==> config.mk <==
export PLATFORM = sky130hd
export DESIGN_NAME = inst_encoder
export DESIGN_NICKNAME = d
export VERILOG_FILES = /design/src/rtl/inst_encoder.sv
export SDC_FILE = /design/constraint.sdc
export NUM_CORES = 1
export LEC_CHECK = 0
export BUFFER_PORTS_ARGS = -buffer_cell sky130_fd_sc_hd__buf_2
export CAP_MARGIN = 20
export CORE_MARGIN = 8
export CORE_UTILIZATION = 45
export CTS_CLUSTER_SIZE = 28
export DETAILED_ROUTE_END_ITERATION = 12
export HOLD_SLACK_MARGIN = 0.05
export PLACE_DENSITY = 0.73
export SYNTH_ARGS = -nofsm -noshare
export SYNTH_HDL_FRONTEND = slang
export SYNTH_SLANG_ARGS = --single-unit
==> constraint.sdc <==
create_clock -name clk -period 3.1 [get_ports clk]
set_clock_uncertainty 0.15 [all_clocks]
set_input_delay 0.155 -clock clk [delete_from_list [all_inputs] [get_ports clk]]
set_output_delay 0.155 -clock clk [all_outputs]
set_load 0.005 [all_outputs]
==> src/rtl/inst_encoder.sv <==
// Encodes R/I/J field sets into 32-bit instruction words, buffers them in a 2-entry FIFO
// and streams them out with word addresses. Define INST_ENCODER_CHECK_EN for opcode checking.
module inst_encoder (
  input  logic        clk,
  input  logic        rst_n,
  input  logic        in_valid,
  output logic        in_ready,
  input  logic [1:0]  in_fmt,
  input  logic [5:0]  in_op,
  input  logic [4:0]  in_rs,
  input  logic [4:0]  in_rt,
  input  logic [4:0]  in_rd,
  input  logic [4:0]  in_shamt,
  input  logic [5:0]  in_func,
  input  logic [15:0] in_imm,
  input  logic [25:0] in_target,
  input  logic        in_last,
  output logic        out_valid,
  input  logic        out_ready,
  output logic [31:0] out_word,
  output logic [9:0]  out_addr,
  output logic        done,
  output logic        err,
  output logic [7:0]  err_cnt
);

  localparam logic [1:0] FMT_R   = 2'd0;
  localparam logic [1:0] FMT_I   = 2'd1;
  localparam logic [1:0] FMT_J   = 2'd2;
  localparam logic [1:0] FMT_RSV = 2'd3;

  typedef enum logic [1:0] {
    IDLE,
    RUN,
    FLUSH,
    DONE
  } state_t;

  state_t      state;
  state_t      state_next;
  logic        ready_en;
  logic [31:0] fifo_mem [2];
  logic        wr_ptr;
  logic        rd_ptr;
  logic [1:0]  count;
  logic [9:0]  addr;
  logic [31:0] enc_word;
  logic        legal;
  logic        accept;
  logic        push;
  logic        pop;

  always_comb begin
    enc_word = {in_op, in_rs, in_rt, in_imm};
    case (in_fmt)
      FMT_R:          enc_word = {6'b0, in_rs, in_rt, in_rd, in_shamt, in_func};
      FMT_J:          enc_word = {in_op, in_target};
      FMT_I, FMT_RSV: enc_word = {in_op, in_rs, in_rt, in_imm};
    endcase
  end

`ifdef INST_ENCODER_CHECK_EN
  function automatic logic op_legal(input logic [5:0] op);
    case (op)
      6'd32, 6'd33, 6'd35, 6'd36, 6'd37, 6'd40, 6'd41, 6'd43: op_legal = 1'b1;
      default: op_legal = (op >= 6'd1) && (op <= 6'd15);
    endcase
  endfunction

  always_comb begin
    case (in_fmt)
      FMT_I:   legal = op_legal(in_op);
      FMT_J:   legal = (in_op == 6'd2) || (in_op == 6'd3);
      FMT_RSV: legal = 1'b0;
      default: legal = 1'b1;
    endcase
  end

  // Rejected sets are consumed (handshake completes) but never reach the FIFO.
  always_ff @(posedge clk) begin
    if (!rst_n) begin
      err     <= 1'b0;
      err_cnt <= 8'd0;
    end else begin
      err <= accept && !legal;
      if (accept && !legal && (err_cnt != 8'hFF))
        err_cnt <= err_cnt + 8'd1;
    end
  end
`else
  assign legal   = 1'b1;
  assign err     = 1'b0;
  assign err_cnt = 8'd0;
`endif

  assign in_ready  = ready_en && ((state == IDLE) || (state == RUN)) && (count != 2'd2);
  assign accept    = in_valid && in_ready;
  assign push      = accept && legal;
  assign out_valid = (count != 2'd0);
  assign pop       = out_valid && out_ready;
  assign out_word  = fifo_mem[rd_ptr];
  assign out_addr  = addr;

  always_ff @(posedge clk) begin
    if (push)
      fifo_mem[wr_ptr] <= enc_word;
  end

  always_ff @(posedge clk) begin
    if (!rst_n) begin
      wr_ptr   <= 1'b0;
      rd_ptr   <= 1'b0;
      count    <= 2'd0;
      ready_en <= 1'b0;
    end else begin
      ready_en <= 1'b1;
      if (push)
        wr_ptr <= ~wr_ptr;
      if (pop)
        rd_ptr <= ~rd_ptr;
      case ({push, pop})
        2'b10:   count <= count + 2'd1;
        2'b01:   count <= count - 2'd1;
        default: count <= count;
      endcase
    end
  end

  // The address tracks output handshakes, not FIFO slots, so it stays stable under stall.
  always_ff @(posedge clk) begin
    if (!rst_n)
      addr <= 10'd0;
    else if (state == DONE)
      addr <= 10'd0;
    else if (pop)
      addr <= addr + 10'd1;
  end

  always_ff @(posedge clk) begin
    if (!rst_n)
      state <= IDLE;
    else
      state <= state_next;
  end

  always_comb begin
    state_next = state;
    done       = 1'b0;
    case (state)
      IDLE: begin
        if (accept)
          state_next = in_last ? FLUSH : RUN;
      end
      RUN: begin
        if (accept && in_last)
          state_next = FLUSH;
      end
      FLUSH: begin
        if (count == 2'd0)
          state_next = DONE;
      end
      DONE: begin
        done       = 1'b1;
        state_next = IDLE;
      end
      default: state_next = IDLE;
    endcase
  end

endmodule

==> flow_metrics.tcl <==
set metrics [dict create \
    drive_gt1_share_pct 42.9 \
    synth-async-reset-ratio_pct 0 \
    route.vias.total 2726 \
    pin_count 135 \
    slew_headroom_pct 60.1 \
    cts.sinks 82 \
    drc 0 \
    clockRootBuffer "clkbuf_8" \
    hpwlAfterDp_um 6080 \
    cp-start-kind "flip-flop" \
    powerDensity_nw_per_um2 592 \
    stdcell_area_sq_um 5080 \
    dr.first_iter.drc_count 94 \
    yosys_warnings 0 \
    antenna_found_initial 0 \
    setup_viol 0 \
    tightestPinTransition_ns 0.598 \
    dr.pass1.iters 4 \
    slowest_delay_ns 0.57 \
    num_rows 33 \
    hp-class "input port to flip-flop" \
    crit_chain "inv_1 -> ha_1 -> nor2_1 -> nand4b_1 -> nor2_4 -> buf_4" \
    cpLargestDelayFamily "simple AND/OR/NAND/NOR gates" \
    use_met3_pct 3.83 \
    grt_setup_unrepaired "no" \
    tritoncts "yes" \
    yosysTopAreaCell "edfxtp_1" \
    path_max_fanout 20 \
    die_h_um 107 \
    insertion_delay_ns 0.34 \
    placed_area_sq_um 4480 \
    overflow 0 \
    grtUsageMet2_pct 26.4 \
    cts_made_buffers 9 \
    post-route-period-util_pct 77.6 \
    reg2reg_depth 6 \
    hold_depth 4 \
    cellLeakagePower_nw 2.09 \
    grt_pass1_wl_um 13300 \
    synth_top_flop_cell "edfxtp_1" \
    h-tree-depth 3 \
    min_to "out_addr[1]" \
    finalCriticalPeriod_ns 2.40 \
    cts-resized-gates 0 \
    cts.reportedPaths.clkPinSlew_ns 0.08 \
    clk_path_buf_depth 2 \
    wl_per_cell_um 15.2 \
    track_usage_pct 14.6 \
    synth_cell_type_count 37 \
    start_util_pct 46.1 \
    syn_area_per_cell_sq_um 13.5 \
    r2r-start "state[1]" \
    holdCritStartpoint "out_ready" \
    setup_tns_ns 0 \
    synth_area_leaders "edfxtp_1 51%, mux2_2 12%, dfxtp_1 9.6%" \
    worst_setup_path_end_kind "flip-flop" \
    busiest_layer "met2" \
    r2r_end "fifo_mem[0][20]" \
    synth_top_cell_area_share_pct 51.2 \
    status "finished clean" \
    ys_seq_area_share_pct 60.8 \
    cp.arrival_ns 2.31 \
    num-fill-cells 634 \
    via_per_inst 4.87 \
    finalPower_mw 3.01 \
    synth-seq-cells 82 \
    grt_max_degree 35 \
    synthCells 279 \
    grt_pass1_vias 2829 \
    r2r_slack_ns 0.70 \
    dieArea_sq_um 11500 \
    slew_viol_final 0 \
    die_w_um 107 \
    critPathRequiredTime_ns 3.00 \
    nNetsFinal 537 \
    mappedNetlistArea_sq_um 3750 \
    ant_nets 0 \
    portBuffers 125 \
    routabilityCongestion 0.711 \
    crit_cells 6 \
    max_freq_mhz 416 \
    use_met1_pct 15.9 \
    ir_worst_vdd_mv 0.376 \
    drv_cap 0 \
    critical-path-slowest-cell "nor2_4" \
    diodes 0 \
    fin_hold_ws_ns 0.0638 \
    area_growth_pct 35.5 \
    synth_edf_count 64 \
    core_sq_um 8130 \
    wl_um 8530 \
    hold_viol 0 \
    timing.critical_path.buf_inv 2 \
    path_class "flip-flop to flip-flop" \
]
## final cells by class
type | count | area [sq um] | share of cell area [%]
inverter | 7 | 26.3 | 0.517
clock buffer | 9 | 124 | 2.44
multi-input combinational | 178 | 1370 | 27.0
sequential | 82 | 2280 | 44.9
tap | 105 | 131 | 2.58
timing repair buffer | 172 | 1080 | 21.3
clock inverter | 7 | 68.8 | 1.35
## worst register-to-register path, stage by stage (launching register included)
cell	delay, ns
dfxtp_1	0.33
inv_1	0.10
ha_1	0.22
nor2_1	0.09
nand4b_1	0.38
nor2_4	0.58
buf_4	0.28
## where the power goes
| group | total, mW | internal [mW] | switching [mW] |
|---|---|---|---|
| Sequential | 1.42 | 1.34 | 0.0768 |
| Combinational | 0.850 | 0.454 | 0.396 |
| Clock | 0.739 | 0.370 | 0.369 |
## cells by family after synthesis
logic type | synth area share, %
other | 0.0999
AO/OA/AOI/OAI | 4.63
XOR/XNOR | 2.80
buffers and inverters | 3.87
flip-flops | 60.8
adder cells (fa/ha/maj) | 2.00
AND/OR/NAND/NOR | 8.37
multiplexers | 17.4
## layer usage
metal  wire length (um)  vias up
li1                   -     1340
met1               3380     1298
met2               4560       78
met3                483       10
met4                106        0
met5                  0        -
## cell usage after synthesis (3+ instances only)
cell / count
and2_1: 4
buf_2: 5
buf_4: 10
clkbuf_1: 4
dfxtp_1: 18
edfxtp_1: 64
ha_1: 6
inv_1: 6
mux2_1: 4
mux2_2: 39
mux2i_1: 17
nand2_1: 24
nor2_1: 13
nor2b_1: 7
nor3_1: 3
o21ai_0: 20
xnor2_1: 10
## through the flow
step / instances / setup WS (ns) / util, %
2_1_floorplan: 287 / 0.212 / -
3_3_place_gp: 503 / 0.721 / 55.1
6_report: 560 / 0.695 / 62.5
4_1_cts: 560 / 0.648 / 62.5
5_1_grt: 560 / 0.537 / 62.5
3_5_place_dp: 503 / 0.662 / 55.1
## worst max path at each step
| stage | startpoint | endpoint | slack, ns |
|---|---|---|---|
| after floorplan | state[0] | fifo_mem[0][0] | 0.21 |
| after global placement | state[0] | fifo_mem[0][22] | 0.72 |
| after detailed placement | state[1] | fifo_mem[0][22] | 0.66 |
| after CTS | state[0] | fifo_mem[0][22] | 0.65 |
| after global routing | state[0] | fifo_mem[0][20] | 0.54 |
| final | state[1] | fifo_mem[0][20] | 0.70 |
## placed cells by master, fill, tap and decap left out, drive strengths merged, types with 10 or more instances in the layout
cell type and count:
nand2 24, dfxtp 18, nor2 13, dlygate4sd3 41
mux2 43, edfxtp 64, xnor2 10, buf 131
o21ai 21, mux2i 17
## timing repair
| action | CTS | global route |
|---|---|---|
| hold endpoints to repair | 68 | 0 |
| hold buffers | 41 | 0 |
| setup buffers | 0 | 0 |
## sequential cells by signal (all words and copies together) (netlist names), named ones only
register / flops
out_addr: 10
rd_ptr: 1
count: 2
wr_ptr: 1
fifo_mem: 64
state: 2
ready_en: 1
Power figures use the tool's default switching activity.
